[config.mk]
export PLATFORM = sky130hd
export DESIGN_NAME = rv_main_control_fsm
export DESIGN_NICKNAME = d
export VERILOG_FILES = /design/src/rtl/rv_main_control_fsm.sv
export SDC_FILE = /design/constraint.sdc
export NUM_CORES = 1
export LEC_CHECK = 0
export BUFFER_PORTS_ARGS = -buffer_cell sky130_fd_sc_hd__buf_2
export CORE_MARGIN = 5
export CORE_UTILIZATION = 30
export DETAILED_ROUTE_END_ITERATION = 12
export GPL_TIMING_DRIVEN = 0
export PLACE_DENSITY_LB_ADDON = 0.25
export SYNTH_ARGS = -nofsm -noshare
export SYNTH_HDL_FRONTEND = slang
export SYNTH_SLANG_ARGS = --single-unit
export TNS_END_PERCENT = 10
[constraint.sdc]
create_clock -name clk -period 1.8 [get_ports clk]
set_input_delay 0.36 -clock clk [delete_from_list [all_inputs] [get_ports clk]]
set_output_delay 0.36 -clock clk [all_outputs]
set_load 0.03 [all_outputs]
[src/rtl/rv_main_control_fsm.sv]
// rv_main_control_fsm
// Multicycle main control FSM for an RV32I core with a unified instruction/data
// memory. Decodes the IR opcode, sequences datapath strobes one state per cycle,
// resolves conditional branches from the ALU flags of A-B and stalls memory
// states on mem_ready.
// Build option: define ILLEGAL_TRAP_EN to trap on unknown opcodes. The sticky
// illegal_instr flag is raised and the FSM parks in ILLEGAL until reset. Without
// the macro, unknown opcodes retire as NOPs and illegal_instr is tied low.
module rv_main_control_fsm #(
  parameter int unsigned USE_MEM_READY = 1
) (
  input  logic       clk,
  input  logic       rst_n,
  input  logic [6:0] OP,
  input  logic [2:0] funct3,
  input  logic       Zero,
  input  logic       LT,
  input  logic       LTU,
  input  logic       mem_ready,
  output logic       PCWrite,
  output logic       IorD,
  output logic       MemRead,
  output logic       MemWrite,
  output logic       IRWrite,
  output logic       RegWrite,
  output logic [1:0] MemtoReg,
  output logic [1:0] ALUSrcA,
  output logic [1:0] ALUSrcB,
  output logic [1:0] ALUOp,
  output logic [1:0] PCSource,
  output logic       instr_retired,
  output logic       illegal_instr,
  output logic [3:0] state
);

  typedef enum logic [3:0] {
    S_RST     = 4'd0,
    S_FETCH   = 4'd1,
    S_DECODE  = 4'd2,
    S_MEMADR  = 4'd3,
    S_MEMRD   = 4'd4,
    S_MEMWB   = 4'd5,
    S_MEMWR   = 4'd6,
    S_EXEC_R  = 4'd7,
    S_EXEC_I  = 4'd8,
    S_ALUWB   = 4'd9,
    S_BRANCH  = 4'd10,
    S_JAL     = 4'd11,
    S_JALR    = 4'd12,
    S_LUI     = 4'd13,
    S_AUIPC   = 4'd14,
    S_ILLEGAL = 4'd15
  } state_t;

  localparam logic [6:0] OP_LOAD   = 7'b0000011;
  localparam logic [6:0] OP_STORE  = 7'b0100011;
  localparam logic [6:0] OP_REG    = 7'b0110011;
  localparam logic [6:0] OP_IMM    = 7'b0010011;
  localparam logic [6:0] OP_BRANCH = 7'b1100011;
  localparam logic [6:0] OP_JAL    = 7'b1101111;
  localparam logic [6:0] OP_JALR   = 7'b1100111;
  localparam logic [6:0] OP_LUI    = 7'b0110111;
  localparam logic [6:0] OP_AUIPC  = 7'b0010111;
  localparam logic [6:0] OP_FENCE  = 7'b0001111;
  localparam logic [6:0] OP_SYSTEM = 7'b1110011;

  state_t r_state;
  state_t w_state_next;
  logic   w_mem_ready;
  logic   w_taken;

  // With the handshake disabled every memory access completes in one cycle.
  assign w_mem_ready = (USE_MEM_READY != 0) ? mem_ready : 1'b1;
  assign state       = r_state;

  // Branch condition: select the flag of A-B that matches funct3.
  always_comb begin
    // NOTE: assign a default before the case so no path leaves w_taken unassigned
    // (a missed path would infer a latch).
    w_taken = 1'b0;
    case (funct3)
      3'b000:  w_taken = Zero;
      3'b001:  w_taken = !Zero;
      3'b100:  w_taken = LT;
      3'b101:  w_taken = !LT;
      3'b110:  w_taken = LTU;
      3'b111:  w_taken = !LTU;
      default: w_taken = 1'b0;
    endcase
  end

  // State register. An async reset aborts the instruction in flight.
  always_ff @(posedge clk or negedge rst_n) begin
    // NOTE: sequential state uses non-blocking assignments so that every
    // register samples pre-edge values.
    if (!rst_n) r_state <= S_RST;
    else        r_state <= w_state_next;
  end

  // Next-state decode and strobes. Outputs depend on the state; PCWrite, IRWrite
  // and instr_retired also depend on mem_ready and the branch flags.
  always_comb begin
    w_state_next  = r_state;
    PCWrite       = 1'b0;
    IorD          = 1'b0;
    MemRead       = 1'b0;
    MemWrite      = 1'b0;
    IRWrite       = 1'b0;
    RegWrite      = 1'b0;
    MemtoReg      = 2'b00;
    ALUSrcA       = 2'b00;
    ALUSrcB       = 2'b00;
    ALUOp         = 2'b00;
    PCSource      = 2'b00;
    instr_retired = 1'b0;

    case (r_state)
      S_RST: w_state_next = S_FETCH;

      // Read the instruction at PC and compute PC+4 in the same cycle.
      S_FETCH: begin
        MemRead = 1'b1;
        ALUSrcB = 2'b01;
        IRWrite = w_mem_ready;
        PCWrite = w_mem_ready;
        if (w_mem_ready) w_state_next = S_DECODE;
      end

      // Speculative branch/jump target: ALUOut <= OldPC + imm.
      S_DECODE: begin
        ALUSrcA = 2'b01;
        ALUSrcB = 2'b10;
        case (OP)
          OP_LOAD, OP_STORE: w_state_next = S_MEMADR;
          OP_REG:            w_state_next = S_EXEC_R;
          OP_IMM:            w_state_next = S_EXEC_I;
          OP_BRANCH:         w_state_next = S_BRANCH;
          OP_JAL:            w_state_next = S_JAL;
          OP_JALR:           w_state_next = S_JALR;
          OP_LUI:            w_state_next = S_LUI;
          OP_AUIPC:          w_state_next = S_AUIPC;
          OP_FENCE, OP_SYSTEM: begin
            instr_retired = 1'b1;
            w_state_next  = S_FETCH;
          end
          default:           w_state_next = S_ILLEGAL;
        endcase
      end

      // Effective address; OP[5] distinguishes a store from a load.
      S_MEMADR: begin
        ALUSrcA      = 2'b10;
        ALUSrcB      = 2'b10;
        w_state_next = OP[5] ? S_MEMWR : S_MEMRD;
      end

      S_MEMRD: begin
        MemRead = 1'b1;
        IorD    = 1'b1;
        if (w_mem_ready) w_state_next = S_MEMWB;
      end

      S_MEMWB: begin
        RegWrite      = 1'b1;
        MemtoReg      = 2'b01;
        instr_retired = 1'b1;
        w_state_next  = S_FETCH;
      end

      S_MEMWR: begin
        MemWrite = 1'b1;
        IorD     = 1'b1;
        if (w_mem_ready) begin
          instr_retired = 1'b1;
          w_state_next  = S_FETCH;
        end
      end

      S_EXEC_R: begin
        ALUSrcA      = 2'b10;
        ALUOp        = 2'b10;
        w_state_next = S_ALUWB;
      end

      S_EXEC_I: begin
        ALUSrcA      = 2'b10;
        ALUSrcB      = 2'b10;
        ALUOp        = 2'b10;
        w_state_next = S_ALUWB;
      end

      S_ALUWB: begin
        RegWrite      = 1'b1;
        instr_retired = 1'b1;
        w_state_next  = S_FETCH;
      end

      // Compare A-B; the target computed in DECODE sits in ALUOut.
      S_BRANCH: begin
        ALUSrcA       = 2'b10;
        ALUOp         = 2'b01;
        PCSource      = 2'b01;
        PCWrite       = w_taken;
        instr_retired = 1'b1;
        w_state_next  = S_FETCH;
      end

      S_JAL: begin
        PCWrite       = 1'b1;
        PCSource      = 2'b01;
        RegWrite      = 1'b1;
        MemtoReg      = 2'b10;
        instr_retired = 1'b1;
        w_state_next  = S_FETCH;
      end

      // rd takes the pre-update PC; A was latched earlier, so rd==rs1 is safe.
      S_JALR: begin
        ALUSrcA       = 2'b10;
        ALUSrcB       = 2'b10;
        PCWrite       = 1'b1;
        RegWrite      = 1'b1;
        MemtoReg      = 2'b10;
        instr_retired = 1'b1;
        w_state_next  = S_FETCH;
      end

      S_LUI: begin
        ALUSrcA      = 2'b11;
        ALUSrcB      = 2'b10;
        w_state_next = S_ALUWB;
      end

      S_AUIPC: begin
        ALUSrcA      = 2'b01;
        ALUSrcB      = 2'b10;
        w_state_next = S_ALUWB;
      end

      S_ILLEGAL: begin
`ifdef ILLEGAL_TRAP_EN
        w_state_next = S_ILLEGAL;
`else
        instr_retired = 1'b1;
        w_state_next  = S_FETCH;
`endif
      end

      default: w_state_next = S_RST;
    endcase
  end

`ifdef ILLEGAL_TRAP_EN
  logic r_illegal;

  // Sticky trap flag: set on entry to ILLEGAL and cleared only by reset.
  always_ff @(posedge clk or negedge rst_n) begin
    if (!rst_n)                         r_illegal <= 1'b0;
    else if (w_state_next == S_ILLEGAL) r_illegal <= 1'b1;
  end

  assign illegal_instr = r_illegal;
`else
  assign illegal_instr = 1'b0;
`endif

endmodule

==> out/summary.txt, run 1 <==
status: complete, but fails checks
failing checks: negative setup slack
FILL cells: 222
Initial Util: 31.4%
CP Data Required Time: 1.44 ns
Detailed Route WL: 2.36 mm
Startpoint Class: input port
Core Area: 2230 sq um
top-area cell type share of the netlist area: 14.3%
main combinational cell family by area after synthesis: simple AND/OR/NAND/NOR gates
number of synthesized flops with an enable pin: 0
Post-Layout Inst Area: 1220 sq um
Area after DPL: 988 sq um
total CTS buffers: 3
vias per inst: 5.40
period utilization: 111%
worst hold path class: in2async
Final WS setup: -0.206 ns
initial antenna violation count: 0
Layout area overhead: 73.8%
xor/xnor share of the synthesized area: 6.24%
YS warnings: 0
syn avg cell area: 6.88 sq um
vias in the first global route: 903
Cell Chain, Critical Path: buf_8, or2_4, or3_4, a2111o_1, nand3_2, buf_6
FFs w/ async S/R, synth: 100%
global-route wire length before repair: 3.88 mm
Ant. Diodes: 0
max-cap violation count: 0
total congestion overflow: 0
Reg area: 105 sq um
ys flop type: dfrtp_1
Pre-antenna DRT Iters: 4
pwr/cell area: 1610 nW/um^2
max FFs per register: 4
synthesized flop and latch total: 4
crit path time final: 2.01 ns
Post-synth top cells: 8 x nand2_1, 8 x o21ai_0, 6 x a21oi_1, 6 x nor2_1, 6 x nor3_1
# IOs: 38
Yosys cell types: 41
Synth Area in Compound Gates: 32.1%
row cnt: 17
GRT Util Overall: 14.2%
Detailed Route Iter0 Violations: 15
largest net degree at the start of global routing: 11
DIE AREA: 3410 sq um
RSZ-0062 raised after global routing: yes
total chip power: 1.96 mW
max frequency: 499 MHz
die height: 58.4 um
Peak supply drop: 1.18 mV
critical path endpoint category: primary output
Post-Syn Area: 702 sq um
CTS sink count: 4
Crit path arrival time: 1.65 ns
DRC violations left: 0
CP Class: in2out
clock tree buffer depth: 2
H-tree Lvls: 1
Root Driver: clkbuf_4
Post-Synth Adder-Cell Area: 0%
crit path max-delay cell type: a2111o_1
Reg clk slew, reported paths: 0.04 ns
fin. max-slew vios: 0
CTS tree: yes
nets@finish: 159
synthesized instance count: 102
worst skew pair latency: 0.23 ns
largest area contributor in the netlist: dfrtp_1
mux contribution to synthesized area: 4.46%
PortBufs: 34
post-detail-place hpwl: 1.86 mm
largest cells by area after synthesis: dfrtp_1 14%, o21ai_0 5.7%, nand2b_1 4.5%
Routed WL per cell: 14.0 um
Setup violations, final: 5
Multi-input gate area: 668 sq um
Leakage: 0.517 nW
remaining antenna violation count after routing: 0
layout cells sized above 1: 53.2%
Chip Width: 58.4 um
register area share after synthesis: 14.3%
Worst Clk Skew: 0.00593 ns
post-synthesis simple-gate area fraction: 33.9%
Final Wtd Congestion: 0.808
critical path peak fanout: 6
Crit path largest cell delay: 0.39 ns
Final Hold Violating Endpoints: 0
total number of vias: 912
-- final cells by class --
cell class	count	share of cell area, %
inverters	3	1.13
multi-input cells	86	54.8
clock buffers	3	1.85
well taps	28	2.87
repair buffers	35	20.7
flip-flops and latches	4	8.62
plain buffers	10	10.1
-- layer usage --
layer	vias to the layer above	track usage, %	part of all wire (%)
li1	465	-	-
met1	423	17.8	41
met2	22	24.2	53
met3	2	2.19	6.1
met4	0	5.30	0.68
met5	-	0	0
-- path summary, 6_finish.rpt --
kind,start,endpoint,slack (ns),depth (start not counted)
worst min-delay path,rst_n,state[1]$_DFFE_PN0P_,0.46,2
worst min register to register,state[2]$_DFFE_PN0P_,state[2]$_DFFE_PN0P_,0.70,3
worst max register to register,state[1]$_DFFE_PN0P_,state[1]$_DFFE_PN0P_,0.30,4
max in group asynchronous,rst_n,state[2]$_DFFE_PN0P_,1.21,2
worst max-delay path,OP[6],instr_retired,-0.21,6
min in group clk,mem_ready,state[0]$_DFFE_PN0P_,0.50,3
-- cell families (layout without fill, tap and decap cells) --
family,Yosys count,in the layout
xor+xnor,5,5
compound gates,32,32
other cells,1,2
mux,3,3
simple gates,44,44
buf+inv,13,51
flops,4,4
-- cells in the final DEF (no fill, tap or decap), types with 3 or more instances in the layout --
master	Yosys	layout
o21ai_0	8	4
buf_8	0	4
nor2b_1	5	3
nand2_1	8	7
clkbuf_4	0	5
nor2_1	6	6
nor3_1	6	3
a21oi_1	6	5
buf_6	0	9
dfrtp_2	0	4
buf_4	2	6
buf_2	3	21
-- critical path: cells and delay by family --
family	cells	cell delay (ns)
and+or+nand+nor	3	0.65
AOI/OAI and AO/OA	1	0.39
buffers and inverters	2	0.23
-- report_power, final --
| part | internal [mW] | switching, mW | total, mW |
|---|---|---|---|
| Sequential | 0.133 | 0.0780 | 0.211 |
| Combinational | 0.707 | 0.934 | 1.64 |
| Clock | 0.0745 | 0.0352 | 0.110 |
-- repair_timing --
| action | in CTS | in global routing |
|---|---|---|
| gates resized for setup | 46 | 15 |
| hold endpoints to repair | 4 | 0 |
| buffers inserted | 0 | 0 |
| cloned | 0 | 0 |
| endpoints found under the setup margin | 14 | 14 |
| hold buffers | 1 | 0 |
| pin swaps | 4 | 2 |
-- metrics by stage --
| step | TNS (ns) | setup WS, ns | std cells | hold WS, ns | utilization (%) |
|---|---|---|---|---|---|
| 2_1_floorplan | -0.234 | -0.0665 | 103 | 0.0644 | - |
| 3_3_place_gp | -1.08 | -0.308 | 165 | 0.163 | 44.3 |
| 3_5_place_dp | -1.11 | -0.318 | 165 | 0.169 | 44.3 |
| 4_1_cts | -0.670 | -0.229 | 169 | 0.440 | 52.5 |
| 5_1_grt | -1.01 | -0.242 | 169 | 0.459 | 54.6 |
| 6_report | -0.501 | -0.206 | 169 | 0.456 | 54.6 |
Power figures use the tool's default switching activity.
==> run 2: changes to the inputs <==
--- a/config.mk
+++ b/config.mk
@@ -10,7 +10,9 @@
 export CORE_UTILIZATION = 30
 export DETAILED_ROUTE_END_ITERATION = 12
 export GPL_TIMING_DRIVEN = 0
+export MAX_ROUTING_LAYER = met4
 export PLACE_DENSITY_LB_ADDON = 0.25
+export SKIP_CTS_REPAIR_TIMING = 1
 export SYNTH_ARGS = -nofsm -noshare
 export SYNTH_HDL_FRONTEND = slang
 export SYNTH_SLANG_ARGS = --single-unit
==> run 2 against run 1 <==
Net effect: the flow still finishes with violations (negative setup slack); clock power about the same; critical path type unchanged; clock skew about the same; final area down 4.9%; cell count up 1.8%; global-route usage down 0.49 points; critical path depth unchanged; die area unchanged; register-to-register slack better by 0.03 ns; highest routed layer unchanged; core utilization down 2.7 points; via count up 1.6%; maximum frequency down 3.8%; hold slack about the same.
==> out/summary.txt, run 2 (synthesis results as in run 1) <==
max layer used: met4
die height: 58.4 um (unchanged)
layout cells sized above 1: 50.7% (-2.5 points)
RSZ-0062 raised after global routing: yes
CP startpoint: OP[4]
# IOs: 38 (unchanged)
Routed WL per cell: 13.8 um (-1.3%)
Final Hold Violating Endpoints: 0 (unchanged)
Startpoint Class: input port
Detailed Route Iter0 Violations: 15 (unchanged)
Root Driver: clkbuf_4
largest net degree at the start of global routing: 11 (unchanged)
routed wl met2: 1.21 mm (-1.9%)
commonest non-fill, non-tap cells in the layout: 27 x buf_2, 8 x buf_6, 8 x buf_4, 8 x nand2_1
period utilization: 116% (+4.4 points)
clock tree buffer depth: 2 (unchanged)
Pre-antenna DRT Iters: 4 (unchanged)
failing checks: negative setup slack
Worst Clk Skew: 0.00592 ns (-0.0000112 ns)
CP Data Required Time: 1.44 ns (about the same)
GRT Util Overall: 13.7% (-0.49 points)
nets@finish: 162 (+1.9%)
DIE AREA: 3410 sq um (unchanged)
Layout area overhead: 65.2%
vias in the first global route: 869 (-3.8%)
critical path endpoint category: primary output
Multi-input gate area: 654 sq um (-2.1%)
Final Wtd Congestion: 0.820 (+1.5%)
Final WS setup: -0.286 ns (-0.0799 ns)
vias per inst: 5.39 (-0.13%)
CTS tree: yes
row cnt: 17 (unchanged)
FF-to-FF Start: state[1]$_DFFE_PN0P_
CTS sink count: 4 (unchanged)
Core Area: 2230 sq um (unchanged)
initial antenna violation count: 0 (unchanged)
total congestion overflow: 0 (unchanged)
commonest non-fill, non-tap cell in the layout: buf_2
total CTS buffers: 3 (unchanged)
crit path time final: 2.09 ns (+0.0799 ns)
Peak supply drop: 1.11 mV (-5.7%)
PortBufs: 34 (unchanged)
post-detail-place hpwl: 1.86 mm (unchanged)
DRC violations left: 0 (unchanged)
H-tree Lvls: 1 (unchanged)
Routed met1 length: 1.02 mm (+6.2%)
max frequency: 479 MHz (-3.8%)
met3 wire length: 120 um (-17%)
pwr/cell area: 1560 nW/um^2 (-3.3%)
status: complete, but fails checks
global-route wire length before repair: 3.66 mm (-5.5%)
Reg clk slew, reported paths: 0.04 ns (about the same)
Reg area: 104 sq um (-1.2%)
post-route insts no fill: 172 (+1.8%)
Chip Width: 58.4 um (unchanged)
Detailed Route WL: 2.37 mm (+0.47%)
Leakage: 0.511 nW (-1.2%)
fin. max-slew vios: 0 (unchanged)
Setup violations, final: 7 (+2)
Ant. Diodes: 0 (unchanged)
worst skew pair latency: 0.23 ns (about the same)
total number of vias: 927 (+1.6%)
max-cap violation count: 0 (unchanged)
CP Class: in2out
Initial Util: 31.4% (unchanged)
Crit path arrival time: 1.73 ns (+0.08 ns)
critical path peak fanout: 5 (-1)
TNS Setup: -0.956 ns (-0.455 ns)
max FFs per register: 4 (unchanged)
placed cell count: 165 (unchanged)
remaining antenna violation count after routing: 0 (unchanged)
worst hold path class: in2async
FILL cells: 230 (+3.6%)
## run 2: through the flow
stage	hold slack, ns	worst slack (ns)	util, %	power (mW)	area [sq um]
2_1_floorplan	0.0644	-0.0665	-	1.17	783
3_3_place_gp	0.163	-0.308	44.3	1.47	988
3_5_place_dp	0.169	-0.318	44.3	1.49	988
4_1_cts	-0.0907	-0.437	45.3	1.61	1010
5_1_grt	0.459	-0.321	51.9	1.93	1160
6_report	0.456	-0.286	51.9	1.80	1160
## run 2: cell type report
cell class,count,share of cell area [%]
Multi-Input combinational cell,86,56.4
Tap cell,28,3.02
Timing Repair Buffer,38,21.1
Sequential cell,4,8.95
Clock buffer,3,1.94
Inverter,3,0.971
Buffer,10,7.55
## run 2: worst max-delay path: stages
cell      delay [ns]
buf_8           0.10
or2_4           0.25
or3_4           0.38
a2111o_1        0.43
nand3_2         0.07
buf_6           0.13
## run 2: worst paths after layout
kind	to	slack (ns)	cells after the start
worst max-delay path	instr_retired	-0.29	6
worst min register to register	state[2]$_DFFE_PN0P_	0.71	3
worst max register to register	state[1]$_DFFE_PN0P_	0.33	4
max in group asynchronous	state[0]$_DFFE_PN0P_	1.21	2
min in group clk	state[0]$_DFFE_PN0P_	0.50	3
worst min-delay path	state[1]$_DFFE_PN0P_	0.46	2
## run 2: power breakdown
group          switching [mW]  internal (mW)
Sequential             0.0676          0.132
Combinational           0.904          0.591
Clock                  0.0352         0.0745
Total                    1.01          0.797
## run 2: metal layers
layer / up-vias / GRT usage [%]
li1: 467 / -
met1: 435 / 17.4
met2: 23 / 21.5
met3: 2 / 1.75
met4: 0 / 5.96
met5: - / -
